$ cat src/rtl/fusion_seq_ctrl_if.sv
// Handshake bundle between the fusion sequencer and its job source, subunit and result sink.
// master drives jobs, beats and out_ready; slave is the sequencer itself.
interface fusion_seq_ctrl_if #(
  parameter int COL_WIDTH = 13,
  parameter int ACC_WIDTH = 32,
  parameter int LEN_WIDTH = 8
);
  logic                   cfg_valid;
  logic                   cfg_ready;
  logic [1:0]             cfg_prec;
  logic                   cfg_sign;
  logic [LEN_WIDTH-1:0]   cfg_len;

  logic                   in_valid;
  logic                   in_ready;
  logic [2*COL_WIDTH-1:0] sum_in;

  logic [3:0]             shift;
  logic                   split_column;
  logic                   sign;

  logic                   out_valid;
  logic                   out_ready;
  logic [ACC_WIDTH-1:0]   out_acc0;
  logic [ACC_WIDTH-1:0]   out_acc1;
  logic                   busy;

  modport master (
    output cfg_valid, cfg_prec, cfg_sign, cfg_len, in_valid, sum_in, out_ready,
    input  cfg_ready, in_ready, shift, split_column, sign,
           out_valid, out_acc0, out_acc1, busy
  );

  modport slave (
    input  cfg_valid, cfg_prec, cfg_sign, cfg_len, in_valid, sum_in, out_ready,
    output cfg_ready, in_ready, shift, split_column, sign,
           out_valid, out_acc0, out_acc1, busy
  );
endinterface

$ cat src/rtl/fusion_seq_ctrl.sv
// Job sequencer for the bit-fusion subunit: steps through shift/split settings and
// accumulates subunit sums into one or two lanes until the vector count is exhausted.
//
// state | meaning
// IDLE  | waiting for a job; cfg_ready high
// RUN   | consuming subunit beats; in_ready high
// DONE  | result held on out_acc0/1 until out_ready
module fusion_seq_ctrl #(
  parameter int COL_WIDTH = 13,
  parameter int ACC_WIDTH = 32,
  parameter int LEN_WIDTH = 8
) (
  input logic              clk,
  input logic              rst_n,
  fusion_seq_ctrl_if.slave bus
);

  typedef enum logic [1:0] {
    IDLE = 2'd0,
    RUN  = 2'd1,
    DONE = 2'd2
  } state_e;

  state_e                 state_q;
  logic [1:0]             prec_q;
  logic                   sign_q;
  logic [LEN_WIDTH-1:0]   len_q;
  logic [1:0]             step_cnt_q, step_cnt_d;
  logic [LEN_WIDTH-1:0]   vec_cnt_q, vec_cnt_d;
  logic [ACC_WIDTH-1:0]   acc0_q, acc0_d;
  logic [ACC_WIDTH-1:0]   acc1_q, acc1_d;
  logic                   cfg_ready_q, in_ready_q, out_valid_q, busy_q;

  logic                   split;
  logic                   last_step;
  logic                   last_beat;
  logic [COL_WIDTH-1:0]   sum_lo, sum_hi;
  logic [ACC_WIDTH-1:0]   ext_full, ext_lo, ext_hi;

  assign split     = prec_q[1];
  assign last_step = (prec_q == 2'd0) ? (step_cnt_q == 2'd3) : 1'b1;
  assign last_beat = last_step && (vec_cnt_q == len_q);
  assign sum_lo    = bus.sum_in[COL_WIDTH-1:0];
  assign sum_hi    = bus.sum_in[2*COL_WIDTH-1:COL_WIDTH];

  always_comb begin
    if (sign_q) begin
      ext_full = ACC_WIDTH'($signed(bus.sum_in));
      ext_lo   = ACC_WIDTH'($signed(sum_lo));
      ext_hi   = ACC_WIDTH'($signed(sum_hi));
    end else begin
      ext_full = ACC_WIDTH'(bus.sum_in);
      ext_lo   = ACC_WIDTH'(sum_lo);
      ext_hi   = ACC_WIDTH'(sum_hi);
    end
  end

  // Wrapping accumulation; lane 1 only participates in split-column modes.
  always_comb begin
    acc0_d = acc0_q;
    acc1_d = acc1_q;
    if (split) begin
      acc0_d = acc0_q + ext_lo;
      acc1_d = acc1_q + ext_hi;
    end else begin
      acc0_d = acc0_q + ext_full;
    end
  end

  always_comb begin
    step_cnt_d = last_step ? 2'd0 : step_cnt_q + 2'd1;
    vec_cnt_d  = last_step ? vec_cnt_q + 1'b1 : vec_cnt_q;
  end

  always_comb begin
    bus.shift        = 4'd0;
    bus.split_column = 1'b0;
    bus.sign         = 1'b0;
    if (state_q != IDLE) begin
      bus.split_column = split;
      bus.sign         = sign_q;
      if (prec_q == 2'd0) begin
        case (step_cnt_q)
          2'd0:    bus.shift = 4'd0;
          2'd1:    bus.shift = 4'd4;
          2'd2:    bus.shift = 4'd4;
          default: bus.shift = 4'd8;
        endcase
      end
    end
  end

  always_ff @(posedge clk or negedge rst_n) begin
    if (!rst_n) begin
      state_q     <= IDLE;
      prec_q      <= 2'd0;
      sign_q      <= 1'b0;
      len_q       <= '0;
      step_cnt_q  <= 2'd0;
      vec_cnt_q   <= '0;
      acc0_q      <= '0;
      acc1_q      <= '0;
      cfg_ready_q <= 1'b1;
      in_ready_q  <= 1'b0;
      out_valid_q <= 1'b0;
      busy_q      <= 1'b0;
    end else begin
      case (state_q)
        IDLE: begin
          if (bus.cfg_valid && cfg_ready_q) begin
            state_q     <= RUN;
            prec_q      <= bus.cfg_prec;
            sign_q      <= bus.cfg_sign;
            len_q       <= bus.cfg_len;
            step_cnt_q  <= 2'd0;
            vec_cnt_q   <= '0;
            acc0_q      <= '0;
            acc1_q      <= '0;
            cfg_ready_q <= 1'b0;
            in_ready_q  <= 1'b1;
            busy_q      <= 1'b1;
          end
        end
        RUN: begin
          if (bus.in_valid && in_ready_q) begin
            acc0_q <= acc0_d;
            acc1_q <= acc1_d;
            // Counters freeze on the final beat so an all-ones length never wraps.
            if (last_beat) begin
              state_q     <= DONE;
              in_ready_q  <= 1'b0;
              out_valid_q <= 1'b1;
            end else begin
              step_cnt_q <= step_cnt_d;
              vec_cnt_q  <= vec_cnt_d;
            end
          end
        end
        DONE: begin
          if (bus.out_ready) begin
            state_q     <= IDLE;
            out_valid_q <= 1'b0;
            cfg_ready_q <= 1'b1;
            busy_q      <= 1'b0;
          end
        end
        default: begin
          state_q     <= IDLE;
          cfg_ready_q <= 1'b1;
          in_ready_q  <= 1'b0;
          out_valid_q <= 1'b0;
          busy_q      <= 1'b0;
        end
      endcase
    end
  end

  assign bus.cfg_ready = cfg_ready_q;
  assign bus.in_ready  = in_ready_q;
  assign bus.out_valid = out_valid_q;
  assign bus.busy      = busy_q;
  assign bus.out_acc0  = acc0_q;
  assign bus.out_acc1  = acc1_q;

endmodule

$ cat src/flat_wrapper.sv
// flat-port wrapper written by rule: the top's interface ports become plain ports
module fusion_seq_ctrl_flat 
#(
  parameter int COL_WIDTH = 13,
  parameter int ACC_WIDTH = 32,
  parameter int LEN_WIDTH = 8
)
  (clk, rst_n, bus_cfg_valid, bus_cfg_prec, bus_cfg_sign, bus_cfg_len, bus_in_valid, bus_sum_in, bus_out_ready, bus_cfg_ready, bus_in_ready, bus_shift, bus_split_column, bus_sign, bus_out_valid, bus_out_acc0, bus_out_acc1, bus_busy);
  fusion_seq_ctrl_if #(.COL_WIDTH(COL_WIDTH), .ACC_WIDTH(ACC_WIDTH), .LEN_WIDTH(LEN_WIDTH)) bus_i ();
  input logic clk;
  input logic rst_n;
  input wire logic [$bits(bus_i.cfg_valid)-1:0] bus_cfg_valid;
  input wire logic [$bits(bus_i.cfg_prec)-1:0] bus_cfg_prec;
  input wire logic [$bits(bus_i.cfg_sign)-1:0] bus_cfg_sign;
  input wire logic [$bits(bus_i.cfg_len)-1:0] bus_cfg_len;
  input wire logic [$bits(bus_i.in_valid)-1:0] bus_in_valid;
  input wire logic [$bits(bus_i.sum_in)-1:0] bus_sum_in;
  input wire logic [$bits(bus_i.out_ready)-1:0] bus_out_ready;
  output wire logic [$bits(bus_i.cfg_ready)-1:0] bus_cfg_ready;
  output wire logic [$bits(bus_i.in_ready)-1:0] bus_in_ready;
  output wire logic [$bits(bus_i.shift)-1:0] bus_shift;
  output wire logic [$bits(bus_i.split_column)-1:0] bus_split_column;
  output wire logic [$bits(bus_i.sign)-1:0] bus_sign;
  output wire logic [$bits(bus_i.out_valid)-1:0] bus_out_valid;
  output wire logic [$bits(bus_i.out_acc0)-1:0] bus_out_acc0;
  output wire logic [$bits(bus_i.out_acc1)-1:0] bus_out_acc1;
  output wire logic [$bits(bus_i.busy)-1:0] bus_busy;
  assign bus_i.cfg_valid = bus_cfg_valid;
  assign bus_i.cfg_prec = bus_cfg_prec;
  assign bus_i.cfg_sign = bus_cfg_sign;
  assign bus_i.cfg_len = bus_cfg_len;
  assign bus_i.in_valid = bus_in_valid;
  assign bus_i.sum_in = bus_sum_in;
  assign bus_i.out_ready = bus_out_ready;
  assign bus_cfg_ready = bus_i.cfg_ready;
  assign bus_in_ready = bus_i.in_ready;
  assign bus_shift = bus_i.shift;
  assign bus_split_column = bus_i.split_column;
  assign bus_sign = bus_i.sign;
  assign bus_out_valid = bus_i.out_valid;
  assign bus_out_acc0 = bus_i.out_acc0;
  assign bus_out_acc1 = bus_i.out_acc1;
  assign bus_busy = bus_i.busy;
  fusion_seq_ctrl #(.COL_WIDTH(COL_WIDTH), .ACC_WIDTH(ACC_WIDTH), .LEN_WIDTH(LEN_WIDTH)) u_core (.clk(clk), .rst_n(rst_n), .bus(bus_i));
endmodule
$ cat config.mk
export PLATFORM = sky130hd
export DESIGN_NAME = fusion_seq_ctrl_flat
export DESIGN_NICKNAME = d
export VERILOG_FILES = /design/src/rtl/fusion_seq_ctrl_if.sv /design/src/rtl/fusion_seq_ctrl.sv /design/src/flat_wrapper.sv
export SDC_FILE = /design/constraint.sdc
export NUM_CORES = 1
export LEC_CHECK = 0
export CORE_UTILIZATION = 58
export CTS_BUF_LIST = sky130_fd_sc_hd__clkbuf_16
export DETAILED_ROUTE_END_ITERATION = 6
export PLACE_DENSITY = 0.88
export RECOVER_POWER = 100
export SLEW_MARGIN = 10
export SYNTH_ARGS = -nofsm -noshare
export SYNTH_HDL_FRONTEND = slang
export SYNTH_SLANG_ARGS = --single-unit
$ cat constraint.sdc
create_clock -name clk -period 5.12 [get_ports clk]
set_input_delay 0.512 -clock clk [delete_from_list [all_inputs] [get_ports clk]]
set_output_delay 0.512 -clock clk [all_outputs]
set_load 0.05 [all_outputs]
==> reports/results.tsv <==
metric	value	unit
port bufs	113	
via/cell ratio	6.119	
violations in the final reports	capacitance limit, slew limit	
RSZ-0062 raised after global routing	no	
post-route minimum period	4.224	ns
largest cells by area after synthesis	dfrtp_1 31%, ha_1 8.7%, nand2_1 7.7%	
Slew headroom	-91.12	%
GP Congestion	0.9675	
largest net degree at the start of global routing	51	
Vias	7049	
hpwl dp	13.61	mm
final hold slack	0.5016	ns
critical path endpoint category	register	
crit path cell chain	dlygate4sd3_1, nand2_1, clkinv_1, nor2_1, or2_2, inv_2, ha_1, a21oi_1, o21ai_0, a31o_2, a31oi_1, nor3b_1, o21ai_0, and3_1, a31oi_1	
Yosys top cell by area	dfrtp_1	
Max IR drop VDD	177.2	uV
Post-Route WL	18.90	mm
CORE AREA	12060	um2
yosys warns	0	
Mapped Area	7207	um2
post-synthesis xor/xnor area fraction	6.684	%
Hold Crit Start	u_core.len_q[3]$_DFFE_PN0P_	
main combinational cell family by area after synthesis	simple AND/OR/NAND/NOR gates	
CTS-repair resized insts	0	
worst-case reg-to-reg path depth	7	
clock sink count	91	
post-CTS setup buffers	0	
Routed Antenna Nets	0	
Hold Path Class	reg2reg	
Seq/Total Area, Yosys	31.61	%
Setup crit start kind	input pin	
initial antenna violation count	0	
Post-Synth Simple-Gate Area	23.99	%
area grow syn2layout	19.84	%
initial core utilization	59.75	%
Compound-Gate Fraction of Synth Area	22.52	%
NumNets Final	1073	
Worst Max-Slew Pin Slew	2.867	ns
critical path class	in2reg	
Pwr Density	182.5	nW/um2
cts hold-fix bufs	0	
die area	12880	um2
status	complete, but fails checks	
Worst setup startpoint	bus_sum_in[25]	
Inserted Clock Buffers	9	
Placement Rows	40	
slowest CP cell	dlygate4sd3_1	
CTS tree	yes	
Post-Synth Adder-Cell Area	9.236	%
wire per inst	16.41	um
clk_skew	0.009774	ns
Antenna Cells	0	
WP data arrival	4.51	ns
crit-path max cell delay	0.73	ns
vias in the first global route	6360	
Clock Tree Buf Depth	2	
Tot Pwr	1.577	mW
clk_lat worst skew	0.36	ns
Worst EP required	5.41	ns
IO Count	116	
first-pass GRT wire length	30.99	mm
DRT iter0 DRCs	625	
hold violation count in the final report	0	
Post-Syn Instances	898	
Max FO, Critical Path	25	
Die Span Y	113.5	um
final global-route overflow total	0	
Total Negative Setup Slacks	0	ns
period utilisation layout	82.50	%
DIE WIDTH	113.5	um
post-synthesis mux area share	1.649	%
Max Clock Freq	0.2368	GHz
top_reg_cell synth	dfrtp_1	
Worst Hold Depth	2	
area share of the largest cell type after synthesis	31.25	%
number of synthesized flops with an enable pin	0	
synth unique cells	82	
Pre-antenna DRT Iters	7	
asr flop ratio synth	100.0	%
#FFs+latches synth	91	
# H-tree levels	3	
Max Cap Viol	1	
Reg-to-Reg Start	u_core.state_q[0]$_DFFE_PN0P_	
setup violators final	0	
Root Buffer	clkbuf_16	
GRT Total Usage	30.09	%
Slew Viols, Final	51	
layout cells sized above 1	4.675	%
Worst-path clk slew	0.07	ns
Leak	4.064	nW
Residual DRC	0	
Synth Area per Inst	8.026	um2
[report_power, final]
| group | switching, mW | total (mW) | leakage [nW] | internal (mW) |
|---|---|---|---|---|
| clock network | 0.309 | 0.741 | 0.157 | 0.432 |
| logic | 0.0661 | 0.117 | 2.66 | 0.0508 |
| registers | 0 | 0.719 | 1.25 | 0.719 |
| total | 0.375 | 1.58 | 4.06 | 1.20 |
[synthesized netlist by cell type (all sizes together) (14+ instances only)]
cell,count
a21oi,54
a31oi,19
buf,17
clkbuf,35
dfrtp,90
ha,50
inv,22
nand2,148
nand3,41
nand4,14
nor2,86
nor3,16
o21ai,79
xnor2,37
xor2,18
[layout make-up]
type	count	area (um2)
clock buffers	9	225.2
clock inverters	7	98.84
fillers	956	3425
inverters	22	82.58
multi-input cells	734	4574
flip-flops and latches	91	2278
well taps	168	210.2
repair buffers	121	1167
[through the flow]
stage                     setup slack (ns)  cells  util (%)  instance area [um2]
after detailed placement            0.9580   1136     69.52                 8386
after CTS                            1.316   1152     72.21                 8710
after global placement               1.107   1136     69.52                 8386
after global routing                0.5240   1152     71.61                 8637
after floorplan                      2.117    899         -                 7211
final                               0.8962   1152     71.61                 8637
[cells by family after synthesis]
kind of cell,count (synthesis)
flops,91
simple gates,369
buf+inv,74
fa+ha+maj,52
compound gates,245
xor+xnor,55
mux,11
other cells,1
[per-layer routing]
metal  vias to the layer above  track usage (%)  part of all wire, %
met1                      3328            38.48                   43
li1                       3387                -                    -
met4                         0            10.09                  2.7
met3                        40            5.792                  6.5
met2                       294            51.10                   48
met5                         -                0                    0
[critical path: cells and delay by family]
kind / cells / cell delay, ns
simple gates: 5 / 1.43
compound gates: 6 / 1.18
buf+inv: 3 / 1.06
fa+ha+maj: 1 / 0.32
[registers in the layout, summed over array words and instances (netlist names)]
register	count
u_core.bus.cfg_ready	1
u_core.bus.out_acc1	32
u_core.bus.busy	1
u_core.state_q	2
u_core.sign_q	1
u_core.vec_cnt_q	8
u_core.bus.out_acc0	32
u_core.bus.in_ready	1
u_core.prec_q	2
u_core.bus.out_valid	1
u_core.len_q	8
u_core.step_cnt_q	2
[cells in the final DEF, fill, tap and decap left out, drive strengths merged, types with 9 or more instances in the layout]
| cell | instances |
|---|---|
| or3 | 9 |
| dfrtp | 90 |
| xor2 | 18 |
| o21bai | 10 |
| o21ai | 79 |
| xnor2 | 37 |
| and3 | 11 |
| nor3 | 16 |
| a31oi | 19 |
| inv | 24 |
| a21o | 10 |
| clkdlybuf4s50 | 34 |
| a22o | 11 |
| clkbuf | 15 |
| nor2 | 86 |
| a21oi | 54 |
| nand2 | 148 |
| dlygate4sd3 | 78 |
| nand3 | 41 |
| ha | 50 |
| nand4 | 14 |
[final timing paths]
kind                                                        to  slack (ns)
min in group asynchronous  u_core.bus.out_acc0[24]$_DFFE_PN0P_        1.07
setup / recovery           u_core.bus.out_acc0[31]$_DFFE_PN0P_        0.90
hold / removal                     u_core.len_q[3]$_DFFE_PN0P_        0.50
setup reg to reg           u_core.bus.out_acc1[13]$_DFFE_PN0P_        1.18
hold reg to reg                    u_core.len_q[3]$_DFFE_PN0P_        0.50
max in group asynchronous   u_core.bus.out_acc1[1]$_DFFE_PN0P_        1.83
Note: power is estimated with default switching activity, not from simulation.
